--- src/rtl/can_axil_pkg.sv ---
// Shared types and constants for the CAN control-port AXI4-Lite master.
package can_axil_pkg;

    typedef enum logic [2:0] {
        IDLE    = 3'd0,
        WR_AW_W = 3'd1,
        WR_B    = 3'd2,
        RD_AR   = 3'd3,
        RD_R    = 3'd4,
        RSP     = 3'd5
    } state_e;

    localparam logic [1:0] RESP_OKAY   = 2'b00;
    localparam logic [1:0] RESP_SLVERR = 2'b10;

    localparam int unsigned DEF_ADDR_W = 7;
    localparam int unsigned DEF_DATA_W = 32;

    function automatic logic resp_is_err(input logic [1:0] resp);
        return resp != RESP_OKAY;
    endfunction

endpackage

--- src/rtl/can_ctrl_axil_master.sv ---
// Single-outstanding request/response to AXI4-Lite master for the CAN control slave.
// Optional wait-state timeout enabled by defining CAN_MST_TIMEOUT_EN.
module can_ctrl_axil_master
    import can_axil_pkg::*;
#(
    parameter int unsigned ADDR_W         = DEF_ADDR_W,
    parameter int unsigned DATA_W         = DEF_DATA_W,
    parameter int unsigned TIMEOUT_CYCLES = 255
) (
    input  logic                ap_clk,
    input  logic                ap_rst,
    input  logic                req_valid,
    output logic                req_ready,
    input  logic                req_we,
    input  logic [ADDR_W-1:0]   req_addr,
    input  logic [DATA_W-1:0]   req_wdata,
    input  logic [DATA_W/8-1:0] req_wstrb,
    output logic                rsp_valid,
    input  logic                rsp_ready,
    output logic [DATA_W-1:0]   rsp_rdata,
    output logic                rsp_err,
    output logic [ADDR_W-1:0]   m_awaddr,
    output logic                m_awvalid,
    input  logic                m_awready,
    output logic [DATA_W-1:0]   m_wdata,
    output logic [DATA_W/8-1:0] m_wstrb,
    output logic                m_wvalid,
    input  logic                m_wready,
    input  logic [1:0]          m_bresp,
    input  logic                m_bvalid,
    output logic                m_bready,
    output logic [ADDR_W-1:0]   m_araddr,
    output logic                m_arvalid,
    input  logic                m_arready,
    input  logic [DATA_W-1:0]   m_rdata,
    input  logic [1:0]          m_rresp,
    input  logic                m_rvalid,
    output logic                m_rready
);

    state_e              state_q;
    logic                aw_done_q, w_done_q;
    logic [ADDR_W-1:0]   addr_q;
    logic [DATA_W-1:0]   wdata_q;
    logic [DATA_W/8-1:0] wstrb_q;
    logic                awvalid_q, wvalid_q, bready_q, arvalid_q, rready_q;
    logic                rsp_valid_q, rsp_err_q;
    logic [DATA_W-1:0]   rsp_rdata_q;

    logic aw_hs, w_hs, wr_both_done;
    logic unused_addr_lsbs;

    assign aw_hs        = awvalid_q && m_awready;
    assign w_hs         = wvalid_q && m_wready;
    assign wr_both_done = (aw_done_q || aw_hs) && (w_done_q || w_hs);
    // Word-aligned slave: the byte offset bits never reach the bus.
    assign unused_addr_lsbs = ^req_addr[1:0];

`ifdef CAN_MST_TIMEOUT_EN
    localparam int unsigned CNT_W = ($clog2(TIMEOUT_CYCLES + 1) > 8) ? $clog2(TIMEOUT_CYCLES + 1) : 8;

    logic [CNT_W-1:0] cnt_q;
    logic             in_wait, leave_wait, timeout_hit;

    assign in_wait    = (state_q == WR_AW_W) || (state_q == WR_B) ||
                        (state_q == RD_AR)   || (state_q == RD_R);
    assign leave_wait = ((state_q == WR_AW_W) && wr_both_done) ||
                        ((state_q == WR_B)    && m_bvalid)     ||
                        ((state_q == RD_AR)   && m_arready)    ||
                        ((state_q == RD_R)    && m_rvalid);
    // A handshake landing on the last allowed cycle still completes normally.
    assign timeout_hit = in_wait && !leave_wait && (cnt_q == CNT_W'(TIMEOUT_CYCLES - 1));
`else
    localparam int unsigned unused_timeout_cycles = TIMEOUT_CYCLES;
`endif

    always_ff @(posedge ap_clk or posedge ap_rst) begin
        if (ap_rst) begin
            state_q     <= IDLE;
            aw_done_q   <= 1'b0;
            w_done_q    <= 1'b0;
            addr_q      <= '0;
            wdata_q     <= '0;
            wstrb_q     <= '0;
            awvalid_q   <= 1'b0;
            wvalid_q    <= 1'b0;
            bready_q    <= 1'b0;
            arvalid_q   <= 1'b0;
            rready_q    <= 1'b0;
            rsp_valid_q <= 1'b0;
            rsp_err_q   <= 1'b0;
            rsp_rdata_q <= '0;
`ifdef CAN_MST_TIMEOUT_EN
            cnt_q       <= '0;
`endif
        end else begin
            case (state_q)
                IDLE: begin
                    if (req_valid) begin
                        addr_q    <= {req_addr[ADDR_W-1:2], 2'b00};
                        wdata_q   <= req_wdata;
                        wstrb_q   <= req_wstrb;
                        aw_done_q <= 1'b0;
                        w_done_q  <= 1'b0;
                        if (req_we) begin
                            awvalid_q <= 1'b1;
                            wvalid_q  <= 1'b1;
                            state_q   <= WR_AW_W;
                        end else begin
                            arvalid_q <= 1'b1;
                            state_q   <= RD_AR;
                        end
                    end
                end
                WR_AW_W: begin
                    if (aw_hs) begin
                        awvalid_q <= 1'b0;
                        aw_done_q <= 1'b1;
                    end
                    if (w_hs) begin
                        wvalid_q <= 1'b0;
                        w_done_q <= 1'b1;
                    end
                    if (wr_both_done) begin
                        bready_q <= 1'b1;
                        state_q  <= WR_B;
                    end
                end
                WR_B: begin
                    if (m_bvalid) begin
                        bready_q    <= 1'b0;
                        rsp_valid_q <= 1'b1;
                        rsp_err_q   <= resp_is_err(m_bresp);
                        rsp_rdata_q <= '0;
                        state_q     <= RSP;
                    end
                end
                RD_AR: begin
                    if (m_arready) begin
                        arvalid_q <= 1'b0;
                        rready_q  <= 1'b1;
                        state_q   <= RD_R;
                    end
                end
                RD_R: begin
                    if (m_rvalid) begin
                        rready_q    <= 1'b0;
                        rsp_valid_q <= 1'b1;
                        rsp_err_q   <= resp_is_err(m_rresp);
                        rsp_rdata_q <= m_rdata;
                        state_q     <= RSP;
                    end
                end
                RSP: begin
                    if (rsp_ready) begin
                        rsp_valid_q <= 1'b0;
                        state_q     <= IDLE;
                    end
                end
                default: state_q <= IDLE;
            endcase
`ifdef CAN_MST_TIMEOUT_EN
            cnt_q <= (in_wait && !leave_wait) ? cnt_q + 1'b1 : '0;
            if (timeout_hit) begin
                awvalid_q   <= 1'b0;
                wvalid_q    <= 1'b0;
                bready_q    <= 1'b0;
                arvalid_q   <= 1'b0;
                rready_q    <= 1'b0;
                rsp_valid_q <= 1'b1;
                rsp_err_q   <= 1'b1;
                rsp_rdata_q <= '0;
                cnt_q       <= '0;
                state_q     <= RSP;
            end
`endif
        end
    end

    assign req_ready = (state_q == IDLE);
    assign rsp_valid = rsp_valid_q;
    assign rsp_rdata = rsp_rdata_q;
    assign rsp_err   = rsp_err_q;
    assign m_awaddr  = addr_q;
    assign m_awvalid = awvalid_q;
    assign m_wdata   = wdata_q;
    assign m_wstrb   = wstrb_q;
    assign m_wvalid  = wvalid_q;
    assign m_bready  = bready_q;
    assign m_araddr  = addr_q;
    assign m_arvalid = arvalid_q;
    assign m_rready  = rready_q;

endmodule

--- config.mk ---
export PLATFORM = sky130hd
export DESIGN_NAME = can_ctrl_axil_master
export DESIGN_NICKNAME = d
export VERILOG_FILES = /design/src/rtl/can_axil_pkg.sv /design/src/rtl/can_ctrl_axil_master.sv
export SDC_FILE = /design/constraint.sdc
export NUM_CORES = 1
export LEC_CHECK = 0
export ABC_CLOCK_PERIOD_IN_PS = 3600
export BUFFER_PORTS_ARGS = -buffer_cell sky130_fd_sc_hd__buf_2
export CAP_MARGIN = 5
export CORE_ASPECT_RATIO = 1.25
export CORE_MARGIN = 4
export CORE_UTILIZATION = 46
export DETAILED_ROUTE_END_ITERATION = 10
export PLACE_DENSITY_LB_ADDON = 0.12
export SKIP_LAST_GASP = 1
export SYNTH_ARGS = -nofsm -noshare
export SYNTH_HDL_FRONTEND = slang
export SYNTH_SLANG_ARGS = --single-unit
--- constraint.sdc ---
create_clock -name ap_clk -period 3.6 [get_ports ap_clk]
set_clock_uncertainty 0.1 [all_clocks]
set_input_delay 0.72 -clock ap_clk [delete_from_list [all_inputs] [get_ports ap_clk]]
set_output_delay 0.72 -clock ap_clk [all_outputs]
set_load 0.02 [all_outputs]
### Word-level counts from Yosys, hierarchy flattened

Cells that the tools add are included.

* multiplexer cells: 39
* reductions and logical operators: 25
* eq/ne operators: 15

Operators with widths (number)
* $mux 32: 2
* $pmux 32 s2: 1
* $mux 1: 19
* $mux 3: 6
* $ne 2x2->1 const B: 9
* $pmux 3 s6: 1
* $pmux 1 s2: 8
* $reduce_and 4->1: 4
* $reduce_and 3->1: 5
* $reduce_bool 2->1: 7
* $eq 3x2->1 const B: 2
* $eq 3x3->1 const B: 2
* $reduce_and 6->1: 1
* $eq 3x1->1 const B: 1
* $logic_and 1x1->1: 3
* $logic_not 3->1: 1
* $pmux 1 s3: 1
* $reduce_bool 3->1: 1
* $logic_or 1x1->1: 2
* $mux 2: 1
* $ne 2x1->1 const B: 1
* $reduce_and 2->1: 1

* bits of input ports: 89
* register bits: 85
* word-level logic and storage cells: 93

### Depth between registers and ports, before layout

* word-level depth: 5
* depth in mapped cells: 7
* mapped depth without buffers: 4

### Worst setup path after synthesis

No wires, ideal clock.

* path kind: reg-to-output
* start point: reg state_q[0]
* end point: out req_ready
* arrival: 0.894 ns
* setup slack: 1.886 ns
* required time: 2.780 ns
* stages on the path, launching flop included: 3
* buffers on the path: 1
* cell sequence: dfrtp_1 buf_6 nor3_2

* word-level cells in the longest chain between the ends: 1

RTL lines
* start, declared: RTL line can_ctrl_axil_master.sv:41 `state_e state_q;`
* start signal, assigned: RTL line can_ctrl_axil_master.sv:79 `state_q <= IDLE;`
* start signal, assigned: RTL line can_ctrl_axil_master.sv:108 `state_q <= WR_AW_W;`
* start signal, assigned: RTL line can_ctrl_axil_master.sv:111 `state_q <= RD_AR;`
* $logic_not 3->1: RTL line can_ctrl_axil_master.sv:180 `assign req_ready = (state_q == IDLE);`
* end, declared: RTL line can_ctrl_axil_master.sv:13 `output logic req_ready,`

Every way passes these cells.

### Worst setup path in the final report

Ends and elaborated chain as after synthesis.

==> results.ini <==
[run_status]
status=complete, no violations

[worst_setup_path]
required_ns=2.78
crit_arrival_ns=1.48
path_class=reg2out
startpoint_type=register
max_stage_delay_ns=0.59
cp-end-kind=output port
critPathSlowestCell=dfrtp_1
crit_chain=nor3_2 > buf_2
cp-startpoint=state_q[0]$_DFFE_PP0P_
cp_num_buf_inv=1
regToRegStartpoint=state_q[1]$_DFFE_PP0P_
crit_fanout=19
crit_family=flip-flops

[detailed_routing]
viasPerCell=4.69
wire_per_inst_um=13.1
finalWirelength_um=8570
drtPass1Iterations=4
vias=3075
drcViolationCount=0
postRouteAntennaNets=0
initialDrtViolationCount=102

[sta]
tightest_slew_ns=0.725
final.min_clock_period_ns=2.30
setup_ws_ns=1.30
max_freq_mhz=434
hold_viol=0
holdWs_ns=0.366
rsz0062_at_grt=false
setup_tns_ns=0
slew_headroom_pct=51.6
setup_viol=0
slew_viol_final=0
fin_crit_sh_pct=64.0

[pwr]
powerDensity_nw_per_um2=789
leakagePower_uw=0.00257
irDropWorstVdd_uv=410

[cts]
htreeDepth=3
cts_tree=built
worstSkewPairLatency_ns=0.34
path_clk_slew_ns=0.08
cts_inserted_buffers=9
cts.sinks=85
cts_buffer_depth=2
cts_hold_buf=0
cts_setup_buffers=0
post_cts_resized=0
cts_root_buf=clkbuf_8

[synthesis]
yosysSeqAreaShare_pct=59.3
synth.cell_area_sq_um=3590
yosysWarnings=0
synth_edf_count=0
ys_ff_latch=85
syn_avg_cell_area_sq_um=8.93
synthCells=402
async_flop_share_pct=100
synthFlopType=dfrtp_1
synth.lib_cells_used.distinct=33

[cells_and_area]
diodes=0
fill_cells=707
nNetsFinal=650
final_util_pct=62.3
area_growth_pct=29.9
final_cell_mix=nand2_1 (195), buf_2 (172), dfrtp_1 (85)
final_cells=656
final_common_cell=nand2_1
drive_gt1_share_pct=35.1

[placement]
routabilityCongestion=0.767
dp_hpwl_um=6380
dp.cells=642
io_buffers=172
pre_cts_ws_ns=1.32

[floorplanning]
die-area_sq_um=9290
die_h_um=107
io_pins=179
num_rows=35
coreArea_sq_um=7490
start_util_pct=47.9
die_w_um=87.0

[grt]
grt_start_max_net_pins=45
antenna_found_initial=1
grt_pass1_wl_um=14100
grt_pass1_vias=3043
grt_use_total_pct=18.9
grt-ovfl-total=0

[run]
max-cap-violations=0

[min_path]
hold_class=in2async

[cell type report]
cell class	count	area [sq um]	area share (%)
sequential	85	2130	45.6
multi-input combinational	285	1260	27.1
timing repair buffer	177	911	19.5
clock buffer	10	138	2.95
tap	92	115	2.47
clock inverter	4	97.6	2.09
inverter	3	12.5	0.268
[kinds of logic (layout without fill, tap and decap cells)]
logic type      after synthesis  after routing  synth area share [%]
other cells                   1              4                 0.104
buf+inv                      35            194                  5.96
compound gates               61             61                  9.55
flops                        85             85                  59.3
simple gates                220            220                  25.1
[power by group]
part / switching (uW) / total, uW / internal [uW]
logic: 925 / 1410 / 487
registers: 212 / 1480 / 1270
clock network: 312 / 784 / 472
total: 1450 / 3680 / 2230
[flip-flops by register name (all words and copies together) (netlist names)]
register and count:
m_wdata 32, rsp_rdata 32, m_araddr 5, m_wstrb 4, state_q 3, aw_done_q 1
m_arvalid 1, m_awvalid 1, m_bready 1, m_rready 1, m_wvalid 1, rsp_err 1
rsp_valid 1, w_done_q 1
[synth_stat cells, types with 3 or more instances]
master / number / area, sq um
buf_2: 9 / 45.0
dfrtp_1: 85 / 2130
buf_4: 11 / 82.6
inv_1: 3 / 11.3
clkbuf_1: 8 / 30.0
a21oi_1: 9 / 45.0
nor2_1: 9 / 33.8
o21ai_0: 6 / 30.0
buf_6: 4 / 45.0
o21ai_1: 34 / 170
nand2_1: 195 / 732
[per-stage QoR]
| stage | total power, uW | area, sq um |
|---|---|---|
| after floorplan | 2480 | 3600 |
| after global placement | 2910 | 4430 |
| after detailed placement | 2950 | 4430 |
| after CTS | 3740 | 4660 |
| after global routing | 3950 | 4660 |
| final | 3680 | 4660 |
[per-layer routing]
layer | GRT usage (%) | vias up | part of all wire [%]
li1 | - | 1574 | -
met1 | 23.5 | 1372 | 40
met2 | 31.5 | 113 | 49
met3 | 4.61 | 14 | 8.9
met4 | 7.35 | 2 | 1.8
met5 | 0 | - | 0.082
[worst paths after layout]
path	cells past startpoint	end	slack (ns)
setup / recovery	2	req_ready	1.30
hold / removal	2	m_wdata[30]$_DFFE_PP0P_	0.37
setup reg to reg	5	rsp_rdata[17]$_DFFE_PP0P_	1.39
hold reg to reg	2	m_wdata[11]$_DFFE_PP0P_	0.37
max in group asynchronous	3	m_araddr[5]$_DFFE_PP0P_	2.36
min in group ap_clk	2	m_wdata[11]$_DFFE_PP0P_	0.37
No activity file was read; power rests on OpenSTA's default activity.
